<file path="config.mk">
export PLATFORM = sky130hd
export DESIGN_NAME = lsu_axi_bridge_flat
export DESIGN_NICKNAME = d
export VERILOG_FILES = /design/src/rtl/lsu_axi_bridge_if.sv /design/src/rtl/lsu_axi_bridge.sv /design/src/flat_wrapper.sv
export SDC_FILE = /design/constraint.sdc
export NUM_CORES = 1
export LEC_CHECK = 0
export CAP_MARGIN = 20
export CORE_ASPECT_RATIO = 0.8
export CORE_MARGIN = 5
export CORE_UTILIZATION = 41
export DETAILED_ROUTE_END_ITERATION = 12
export PLACE_DENSITY = 0.92
export SYNTH_ARGS = -nofsm -noshare
export SYNTH_HDL_FRONTEND = slang
export SYNTH_SLANG_ARGS = --single-unit
</file>
<file path="constraint.sdc">
create_clock -name ACLK -period 8.87 [get_ports ACLK]
set_clock_uncertainty 0.1 [all_clocks]
set_input_delay 1.774 -clock ACLK [delete_from_list [all_inputs] [get_ports ACLK]]
set_output_delay 1.774 -clock ACLK [all_outputs]
set_load 0.05 [all_outputs]
</file>
<file path="src/rtl/lsu_axi_bridge_if.sv">
// Bus bundle between a load/store unit and an AXI4-Lite slave.
// The master modport is the bridge's view; the slave modport is the environment's view.
interface lsu_axi_bridge_if #(
    parameter int DATA_WIDTH = 32,
    parameter int ADDR_WIDTH = 32
);
    logic                      req_valid;
    logic                      req_ready;
    logic                      req_we;
    logic [ADDR_WIDTH-1:0]     req_addr;
    logic [DATA_WIDTH-1:0]     req_wdata;
    logic [DATA_WIDTH/8-1:0]   req_wstrb;
    logic                      resp_valid;
    logic [DATA_WIDTH-1:0]     resp_rdata;
    logic                      resp_err;
    logic                      busy;

    logic                      AWVALID;
    logic                      AWREADY;
    logic [ADDR_WIDTH-1:0]     AWADDR;
    logic                      WVALID;
    logic                      WREADY;
    logic [DATA_WIDTH-1:0]     WDATA;
    logic [DATA_WIDTH/8-1:0]   WSTRB;
    logic                      BVALID;
    logic                      BREADY;
    logic [1:0]                BRESP;
    logic                      ARVALID;
    logic                      ARREADY;
    logic [ADDR_WIDTH-1:0]     ARADDR;
    logic                      RVALID;
    logic                      RREADY;
    logic [DATA_WIDTH-1:0]     RDATA;
    logic [1:0]                RRESP;

    modport master (
        input  req_valid, req_we, req_addr, req_wdata, req_wstrb,
        output req_ready, resp_valid, resp_rdata, resp_err, busy,
        output AWVALID, AWADDR, WVALID, WDATA, WSTRB, BREADY, ARVALID, ARADDR, RREADY,
        input  AWREADY, WREADY, BVALID, BRESP, ARREADY, RVALID, RDATA, RRESP
    );

    modport slave (
        output req_valid, req_we, req_addr, req_wdata, req_wstrb,
        input  req_ready, resp_valid, resp_rdata, resp_err, busy,
        input  AWVALID, AWADDR, WVALID, WDATA, WSTRB, BREADY, ARVALID, ARADDR, RREADY,
        output AWREADY, WREADY, BVALID, BRESP, ARREADY, RVALID, RDATA, RRESP
    );
endinterface

</file>
<file path="src/rtl/lsu_axi_bridge.sv">
// Load/store unit to AXI4-Lite master bridge with a single outstanding transaction.
//
// state | meaning
// IDLE  | ready for a core request
// WRITE | AW and W offered, each dropped on its own handshake
// WRESP | waiting for the write response
// READ  | AR offered
// RDATA | waiting for read data
module lsu_axi_bridge #(
    parameter int DATA_WIDTH = 32,
    parameter int ADDR_WIDTH = 32
) (
    input logic              ACLK,
    input logic              ARST,
    lsu_axi_bridge_if.master bus
);
    typedef enum logic [2:0] {IDLE, WRITE, WRESP, READ, RDATA} state_t;

    localparam logic [ADDR_WIDTH-1:0] WORD_MASK = ~ADDR_WIDTH'(3);

    state_t                  state_q, state_d;
    logic                    aw_done_q, w_done_q;
    logic [ADDR_WIDTH-1:0]   addr_q;
    logic [DATA_WIDTH-1:0]   wdata_q;
    logic [DATA_WIDTH/8-1:0] wstrb_q;
    logic [DATA_WIDTH-1:0]   rdata_q;
    logic                    err_q;
    logic                    resp_valid_q;
    logic                    aw_hs, w_hs, ar_hs;

    assign aw_hs = bus.AWVALID & bus.AWREADY;
    assign w_hs  = bus.WVALID & bus.WREADY;
    assign ar_hs = bus.ARVALID & bus.ARREADY;

    always_ff @(posedge ACLK or posedge ARST) begin
        if (ARST) state_q <= IDLE;
        else      state_q <= state_d;
    end

    always_comb begin
        state_d = state_q;
        case (state_q)
            IDLE:    if (bus.req_valid) state_d = bus.req_we ? WRITE : READ;
            WRITE:   if ((aw_done_q | aw_hs) & (w_done_q | w_hs)) state_d = WRESP;
            WRESP:   if (bus.BVALID) state_d = IDLE;
            READ:    if (ar_hs) state_d = RDATA;
            RDATA:   if (bus.RVALID) state_d = IDLE;
            default: state_d = IDLE;
        endcase
    end

    // Payloads only load in IDLE, so they cannot move while any VALID is up.
    always_ff @(posedge ACLK or posedge ARST) begin
        if (ARST) begin
            addr_q       <= '0;
            wdata_q      <= '0;
            wstrb_q      <= '0;
            aw_done_q    <= 1'b0;
            w_done_q     <= 1'b0;
            rdata_q      <= '0;
            err_q        <= 1'b0;
            resp_valid_q <= 1'b0;
        end else begin
            resp_valid_q <= 1'b0;
            case (state_q)
                IDLE: begin
                    if (bus.req_valid) begin
                        addr_q    <= bus.req_addr;
                        aw_done_q <= 1'b0;
                        w_done_q  <= 1'b0;
                        if (bus.req_we) begin
                            wdata_q <= bus.req_wdata;
                            wstrb_q <= bus.req_wstrb;
                        end
                    end
                end
                WRITE: begin
                    if (aw_hs) aw_done_q <= 1'b1;
                    if (w_hs)  w_done_q  <= 1'b1;
                end
                WRESP: begin
                    if (bus.BVALID) begin
                        resp_valid_q <= 1'b1;
                        err_q        <= (bus.BRESP != 2'b00);
                    end
                end
                RDATA: begin
                    if (bus.RVALID) begin
                        resp_valid_q <= 1'b1;
                        rdata_q      <= bus.RDATA;
                        err_q        <= (bus.RRESP != 2'b00);
                    end
                end
                default: ;
            endcase
        end
    end

    assign bus.req_ready  = (state_q == IDLE);
    assign bus.busy       = (state_q != IDLE);
    assign bus.resp_valid = resp_valid_q;
    assign bus.resp_rdata = rdata_q;
    assign bus.resp_err   = err_q;

    assign bus.AWVALID = (state_q == WRITE) & ~aw_done_q;
    assign bus.WVALID  = (state_q == WRITE) & ~w_done_q;
    assign bus.BREADY  = (state_q == WRESP);
    assign bus.ARVALID = (state_q == READ);
    assign bus.RREADY  = (state_q == RDATA);
    assign bus.AWADDR  = addr_q & WORD_MASK;
    assign bus.ARADDR  = addr_q & WORD_MASK;
    assign bus.WDATA   = wdata_q;
    assign bus.WSTRB   = wstrb_q;
endmodule

</file>
<file path="src/flat_wrapper.sv">
// flat-port wrapper written by rule: the top's interface ports become plain ports
module lsu_axi_bridge_flat 
#(
    parameter int DATA_WIDTH = 32,
    parameter int ADDR_WIDTH = 32
)
  (ACLK, ARST, bus_req_valid, bus_req_we, bus_req_addr, bus_req_wdata, bus_req_wstrb, bus_req_ready, bus_resp_valid, bus_resp_rdata, bus_resp_err, bus_busy, bus_AWVALID, bus_AWADDR, bus_WVALID, bus_WDATA, bus_WSTRB, bus_BREADY, bus_ARVALID, bus_ARADDR, bus_RREADY, bus_AWREADY, bus_WREADY, bus_BVALID, bus_BRESP, bus_ARREADY, bus_RVALID, bus_RDATA, bus_RRESP);
  lsu_axi_bridge_if #(.DATA_WIDTH(DATA_WIDTH), .ADDR_WIDTH(ADDR_WIDTH)) bus_i ();
  input logic ACLK;
  input logic ARST;
  input wire logic [$bits(bus_i.req_valid)-1:0] bus_req_valid;
  input wire logic [$bits(bus_i.req_we)-1:0] bus_req_we;
  input wire logic [$bits(bus_i.req_addr)-1:0] bus_req_addr;
  input wire logic [$bits(bus_i.req_wdata)-1:0] bus_req_wdata;
  input wire logic [$bits(bus_i.req_wstrb)-1:0] bus_req_wstrb;
  output wire logic [$bits(bus_i.req_ready)-1:0] bus_req_ready;
  output wire logic [$bits(bus_i.resp_valid)-1:0] bus_resp_valid;
  output wire logic [$bits(bus_i.resp_rdata)-1:0] bus_resp_rdata;
  output wire logic [$bits(bus_i.resp_err)-1:0] bus_resp_err;
  output wire logic [$bits(bus_i.busy)-1:0] bus_busy;
  output wire logic [$bits(bus_i.AWVALID)-1:0] bus_AWVALID;
  output wire logic [$bits(bus_i.AWADDR)-1:0] bus_AWADDR;
  output wire logic [$bits(bus_i.WVALID)-1:0] bus_WVALID;
  output wire logic [$bits(bus_i.WDATA)-1:0] bus_WDATA;
  output wire logic [$bits(bus_i.WSTRB)-1:0] bus_WSTRB;
  output wire logic [$bits(bus_i.BREADY)-1:0] bus_BREADY;
  output wire logic [$bits(bus_i.ARVALID)-1:0] bus_ARVALID;
  output wire logic [$bits(bus_i.ARADDR)-1:0] bus_ARADDR;
  output wire logic [$bits(bus_i.RREADY)-1:0] bus_RREADY;
  input wire logic [$bits(bus_i.AWREADY)-1:0] bus_AWREADY;
  input wire logic [$bits(bus_i.WREADY)-1:0] bus_WREADY;
  input wire logic [$bits(bus_i.BVALID)-1:0] bus_BVALID;
  input wire logic [$bits(bus_i.BRESP)-1:0] bus_BRESP;
  input wire logic [$bits(bus_i.ARREADY)-1:0] bus_ARREADY;
  input wire logic [$bits(bus_i.RVALID)-1:0] bus_RVALID;
  input wire logic [$bits(bus_i.RDATA)-1:0] bus_RDATA;
  input wire logic [$bits(bus_i.RRESP)-1:0] bus_RRESP;
  assign bus_i.req_valid = bus_req_valid;
  assign bus_i.req_we = bus_req_we;
  assign bus_i.req_addr = bus_req_addr;
  assign bus_i.req_wdata = bus_req_wdata;
  assign bus_i.req_wstrb = bus_req_wstrb;
  assign bus_req_ready = bus_i.req_ready;
  assign bus_resp_valid = bus_i.resp_valid;
  assign bus_resp_rdata = bus_i.resp_rdata;
  assign bus_resp_err = bus_i.resp_err;
  assign bus_busy = bus_i.busy;
  assign bus_AWVALID = bus_i.AWVALID;
  assign bus_AWADDR = bus_i.AWADDR;
  assign bus_WVALID = bus_i.WVALID;
  assign bus_WDATA = bus_i.WDATA;
  assign bus_WSTRB = bus_i.WSTRB;
  assign bus_BREADY = bus_i.BREADY;
  assign bus_ARVALID = bus_i.ARVALID;
  assign bus_ARADDR = bus_i.ARADDR;
  assign bus_RREADY = bus_i.RREADY;
  assign bus_i.AWREADY = bus_AWREADY;
  assign bus_i.WREADY = bus_WREADY;
  assign bus_i.BVALID = bus_BVALID;
  assign bus_i.BRESP = bus_BRESP;
  assign bus_i.ARREADY = bus_ARREADY;
  assign bus_i.RVALID = bus_RVALID;
  assign bus_i.RDATA = bus_RDATA;
  assign bus_i.RRESP = bus_RRESP;
  lsu_axi_bridge #(.DATA_WIDTH(DATA_WIDTH), .ADDR_WIDTH(ADDR_WIDTH)) u_core (.ACLK(ACLK), .ARST(ARST), .bus(bus_i));
endmodule
</file>
==> results of run 1 <==
-- state kept, by name, indices dropped and copies added, names as in the netlist --
register               cells
u_core.addr_q             30
u_core.bus.WDATA          32
u_core.bus.resp_err        1
u_core.bus.WSTRB           4
u_core.aw_done_q           1
u_core.w_done_q            1
u_core.bus.resp_valid      1
u_core.bus.resp_rdata     32
u_core.state_q             3
-- cells in the final DEF (no fill, tap or decap), drive strengths merged --
cell,n
o221ai,1
nand2b,1
or3b,1
mux2,100
nor4b,1
inv,7
a221oi,1
mux2i,1
clkbuf,9
clkinvlp,1
dfrtp,105
nand3b,2
nand2,2
nor3b,1
o21bai,1
clkdlybuf4s50,247
nor3,4
conb,4
clkinv,3
a21oi,6
buf,4
nor2,8
o21ai,1
a22o,1
o22ai,1
-- critical path, delay by kind of cell, from the launching register on --
kind | cells | cell delay [ps]
buffers and inverters | 1 | 900
AND/OR/NAND/NOR | 1 | 480
flip-flops | 1 | 530
-- layer usage --
metal,global-route usage [%],part of all wire [%],vias to the layer above
li1,-,-,1410
met1,18.8,34,1539
met2,35.1,53,161
met3,9.58,11,12
met4,4.70,1.1,0
met5,0,0,-
-- path summary, 6_finish.rpt --
kind	end	slack, ps	cells past startpoint
worst max register to register	u_core.bus.WDATA[10]	6640	4
worst min register to register	u_core.bus.resp_rdata[21]	410	1
worst max-delay path	bus_RREADY	4740	2
worst min-delay path	u_core.bus.resp_rdata[21]	410	1
min in group asynchronous	u_core.addr_q[27]	1710	2
max in group asynchronous	u_core.bus.resp_valid	5720	3
-- cell type report --
type / count / area, µm²
Tap cell: 140 / 175
Clock inverter: 7 / 52.6
Sequential cell: 105 / 2630
Clock buffer: 9 / 225
Inverter: 4 / 17.5
Multi-Input combinational cell: 137 / 1460
Fill cell: 755 / 3320
Timing Repair Buffer: 251 / 2520
-- per-stage QoR --
step	hold slack [ps]	utilization [%]	std cells	area, µm²	setup slack, ps
6_report	410	68.1	653	7080	4740
3_3_place_gp	389	65.1	636	6780	4890
5_1_grt	430	68.1	653	7080	4590
2_1_floorplan	441	-	292	4440	4240
3_5_place_dp	396	65.1	636	6780	4840
4_1_cts	416	67.8	652	7060	4680
-- kinds of logic after synthesis --
group / after synthesis
multiplexers: 101
AND/OR/NAND/NOR: 20
buffers and inverters: 50
flip-flops: 105
AO/OA/AOI/OAI: 12
other: 1
==> metrics.md, run 1 <==
| Metric | Value |
|---|---|
| Mux share of post-synthesis cell area | 28.2% |
| Synth Area in XOR/XNOR | 0% |
| Final period util | 46.6% |
| Root Buffer | clkbuf_16 |
| Post-synth ARST share | 100% |
| Floorplan core area | 10400 µm² |
| Syn Inst Count | 289 |
| CP Data Required Time | 7000 ps |
| Vias in the first global route | 3499 |
| Die height | 103 µm |
| Synth area leaders | dfrtp_1 (59%), mux2_2 (18%), mux2_4 (10%) |
| Routed wire per std cell | 18.8 µm |
| Adder-cell share of the synthesized area | 0% |
| Vias/cell | 4.78 |
| Drt first pass iters | 4 |
| Setup TNS | 0 ps |
| Register area share after synthesis | 59.4% |
| First-pass GRT wire length | 19000 µm |
| Antenna Nets Post-Route | 0 |
| Arrival @ worst endpoint | 2260 ps |
| Slowest CP cell | clkdlybuf4s50_1 |
| Min Tclk post-route | 4130 ps |
| Cell Chain, Critical Path | nor3b_1 -> clkdlybuf4s50_1 |
| Area grow syn2layout | 60.1% |
| Num rows | 33 |
| # Max-Cap Violations | 0 |
| RSZ-0062 raised after global routing | false |
| Final setup vio count | 0 |
| Number of synthesized flops with an enable pin | 0 |
| Cell accounting for the most synthesized area | dfrtp_1 |
| CTS tree | built |
| Initial antenna violation count | 0 |
| Final hold violation count | 0 |
| Largest net degree at the start of global routing | 66 |
| Total GRT Usage | 18.8% |
| Most frequent cell after synthesis | dfrtp_1 |
| CTS H-tree depth | 3 |
| Synth Warn # | 0 |
| Largest family of logic cells by synthesized area | multiplexers |
| CTS sink cnt | 105 |
| Clock Path Buffers | 2 |
| Slew margin rel. | 44.2% |
| Initial Utilization | 42.5% |
| Distinct cells, synth | 26 |
| ANT cells | 0 |
| Placer Congestion | 0.836 |
| Setup crit start kind | register |
| Syn Std Cell Area | 4420 µm² |
| DIE AREA | 13000 µm² |
| Final slew viol count | 0 |
| DRC | 0 |
| Num CTS Buffers | 9 |
| Grt total ovfl | 0 |
| Synthesis-stage register bit count | 105 |
| Vias | 3122 |
| Worst slew pin tran | 837 ps |
| Clk Latency, worst-skew pair | 340 ps |
| Post-DP HPWL | 9510 µm |
| CP Class | reg -> out |
| CP Max Fanout | 12 |
| Reg2reg start | u_core.state_q[0] |
| Clock transition at path regs | 70 ps |
| Worst setup EP type | output pin |
| CP startpoint | u_core.state_q[0] |
| Status | finished, final reports clean |
| Hold_sp | u_core.bus.resp_rdata[21] |
| Nets | 621 |
| CP max stage delay | 900 ps |
| Port buffer count | 247 |
| Setup Fix Bufs, Post-CTS | 0 |
| Most used DFF post-synth | dfrtp_1 |
| Cts repair resizes | 0 |
| Synth Area in Simple Gates | 2.74% |
| Max Freq | 0.242 GHz |
| Syn_area_per_cell | 15.3 µm² |
| WL final | 12300 µm |
| Initial drt markers | 77 |
| Worst hold path type | reg -> reg |
| Post-synth top cells | dfrtp_1 (105), mux2_2 (70), buf_4 (34) |
| Top-area cell type share of the netlist area | 59.4% |
| Ratio of cells with drive above 1 in the final layout | 24.4% |
| Cts hold-fix bufs | 0 |
| Compound-gate portion of the synthesized area | 1.70% |
| Die width | 126 µm |
| IO Pins | 254 |
Power of run 1 is left out: the tool's default activity adds up to more than one toggle a clock period on the data nets, which glitch-free logic cannot reach.
==> run 2, diff against run 1 <==
--- a/config.mk
+++ b/config.mk
@@ -8,9 +8,9 @@
 export CAP_MARGIN = 20
 export CORE_ASPECT_RATIO = 0.8
 export CORE_MARGIN = 5
-export CORE_UTILIZATION = 41
+export CORE_UTILIZATION = 38
 export DETAILED_ROUTE_END_ITERATION = 12
-export PLACE_DENSITY = 0.92
+export PLACE_DENSITY = 0.86
 export SYNTH_ARGS = -nofsm -noshare
 export SYNTH_HDL_FRONTEND = slang
 export SYNTH_SLANG_ARGS = --single-unit
==> constraint.sdc (replaced) <==
create_clock -name ACLK -period 4 [get_ports ACLK]
set_clock_uncertainty 0.1 [all_clocks]
set_input_delay 0.8 -clock ACLK [delete_from_list [all_inputs] [get_ports ACLK]]
set_output_delay 0.8 -clock ACLK [all_outputs]
set_load 0.05 [all_outputs]
==> run 2 against run 1 <==
  * Setup slack worse by 4100 ps
  * Critical endpoint unchanged
  * Die area up 7.2%
  * Sequential share of layout area is 0.29 points lower
  * Cell area up 0.79%
  * Sequential cell count did not move
  * Global-route usage shrank 2.3 points
==> metrics.md, run 2 (synthesis gave the netlist of run 1 again) <==
| Metric | Value |
|---|---|
| CP startpoint | u_core.state_q[0] (unchanged) |
| CP Max Fanout | 12 (unchanged) |
| First-pass GRT wire length | 18000 µm (was 19000 µm) |
| Worst hold path type | reg -> reg (unchanged) |
| Die width | 131 µm (was 126 µm) |
| CTS H-tree depth | 3 (unchanged) |
| Hold EP | u_core.bus.resp_rdata[25] (was u_core.bus.resp_rdata[21]) |
| Reg2reg start | u_core.state_q[0] (unchanged) |
| Slowest CP cell | clkdlybuf4s50_1 (unchanged) |
| RSZ-0062 raised after global routing | false (unchanged) |
| Placer Congestion | 0.825 (was 0.836) |
| Final slew viol count | 0 (unchanged) |
| Ratio of cells with drive above 1 in the final layout | 24.5% (was 24.4%) |
| Grt total ovfl | 0 (unchanged) |
| WL final | 11600 µm (was 12300 µm) |
| Routed wire per std cell | 17.6 µm (was 18.8 µm) |
| Hold_sp | u_core.bus.resp_rdata[25] (was u_core.bus.resp_rdata[21]) |
| Final hold violation count | 0 (unchanged) |
| Min Tclk post-route | 3340 ps |
| Clk Latency, worst-skew pair | 330 ps (was 340 ps) |
| Num rows | 35 (was 33) |
| Num CTS Buffers | 9 (unchanged) |
| Status | finished, final reports clean (unchanged) |
| Slew margin rel. | 49.2% (was 44.2%) |
| ANT cells | 0 (unchanged) |
| Post-DP HPWL | 9090 µm (was 9510 µm) |
| Initial antenna violation count | 0 (unchanged) |
| Drt first pass iters | 4 (unchanged) |
| Cts hold-fix bufs | 0 (unchanged) |
| Delay-heaviest family, CP | buffers and inverters (unchanged) |
| CP Buf/Inv Count | 1 (unchanged) |
| DRC | 0 (unchanged) |
| Setup crit start kind | register (unchanged) |
| # Max-Cap Violations | 0 (unchanged) |
| CP max stage delay | 930 ps (was 900 ps) |
| Max Freq | 0.299 GHz |
| Vias/cell | 4.65 (was 4.78) |
| Vias in the first global route | 3400 (was 3499) |
| DIE AREA | 13900 µm² (was 13000 µm²) |
| CP Data Required Time | 3100 ps (was 7000 ps) |
| Port buffer count | 247 (unchanged) |
| Clock transition at path regs | 70 ps (about the same) |
| Initial drt markers | 84 (was 77) |
| Largest net degree at the start of global routing | 63 (was 66) |
| R2r worst-path depth | 3 (was 4) |
| Total GRT Usage | 16.5% (was 18.8%) |
| Vias | 3077 (was 3122) |
| Initial Utilization | 38.6% (was 42.5%) |
| Root Buffer | clkbuf_16 (unchanged) |
| Worst slew pin tran | 763 ps (was 837 ps) |
| CP Depth | 2 (unchanged) |
| Fillers | 864 (was 755) |
| Setup Fix Bufs, Post-CTS | 0 (unchanged) |
| Antenna Nets Post-Route | 0 (unchanged) |
| Nets | 623 (was 621) |
| Area grow syn2layout | 61.4% (was 60.1%) |
| CTS sink cnt | 105 (unchanged) |
| Die height | 107 µm (was 103 µm) |
| Final setup vio count | 0 (unchanged) |
| Cts repair resizes | 0 (unchanged) |
| Worst reg2reg path endpoint | u_core.addr_q[21] (was u_core.bus.WDATA[10]) |
| Setup TNS | 0 ps (unchanged) |
| Floorplan core area | 11500 µm² (was 10400 µm²) |
| Hold depth | 1 (unchanged) |
| Final period util | 83.6% |
| Clock Path Buffers | 2 (unchanged) |
| Most common cell after layout, fill and taps aside | clkdlybuf4s50_1 (unchanged) |
| CTS tree | built (unchanged) |
| Worst setup EP type | output pin (unchanged) |
| Cell Chain, Critical Path | nor3b_1 -> clkdlybuf4s50_1 (unchanged) |
| CP Class | reg -> out (unchanged) |
| Commonest cells after routing, fill and taps aside | clkdlybuf4s50_1 (247), dfrtp_1 (105), mux2_2 (70), mux2_4 (30), clkbuf_16 (9) (unchanged) |
| IO Pins | 254 (unchanged) |
| Arrival @ worst endpoint | 2440 ps (was 2260 ps) |
| Final Hold Slack | 407 ps (was 410 ps) |
| R2r setup slk | 2060 ps (was 6640 ps) |
==> run 2: how the worst max path moves through the flow <==
stage	end	slack (ps)
after floorplan	u_core.addr_q[10]	340
after global placement	bus_RREADY	1040
after detailed placement	bus_RREADY	1030
after CTS	bus_RREADY	650
after global routing	bus_RREADY	590
final	bus_RREADY	660
==> run 2: metrics by stage <==
| stage | cell area [µm²] | setup slack [ps] | instances | util, % |
|---|---|---|---|---|
| finish | 7140 | 656 | 662 | 62.2 |
| global route | 7140 | 586 | 662 | 62.2 |
| CTS | 7140 | 647 | 662 | 62.2 |
| detailed placement | 6810 | 1030 | 647 | 59.4 |
| global placement | 6810 | 1040 | 647 | 59.4 |
| floorplan | 4440 | 339 | 292 | - |
==> run 2: cell type report <==
cell class | instances | area [µm²] | share of cell area (%)
clock inverter | 4 | 76.3 | 1.07
inverter | 4 | 17.5 | 0.245
timing repair buffer | 253 | 2520 | 35.3
tap | 148 | 185 | 2.59
multi-input combinational | 137 | 1460 | 20.5
clock buffer | 11 | 253 | 3.54
sequential | 105 | 2630 | 36.8
==> run 2: worst reg2reg max path, stage by stage, from the launching register on <==
cell	delay, ps
dfrtp_1	540
nor4b_4	360
buf_4	420
mux2_2	410
==> run 2: per-layer routing <==
layer | wire [µm] | GRT usage [%] | vias up
met1 | 4140 | 18.1 | 1508
met4 | 209 | 4.48 | 0
met3 | 1220 | 6.38 | 20
met5 | 0 | 0 | -
met2 | 6060 | 29.6 | 150
li1 | - | - | 1399
Power of run 2 is left out for the same reason.
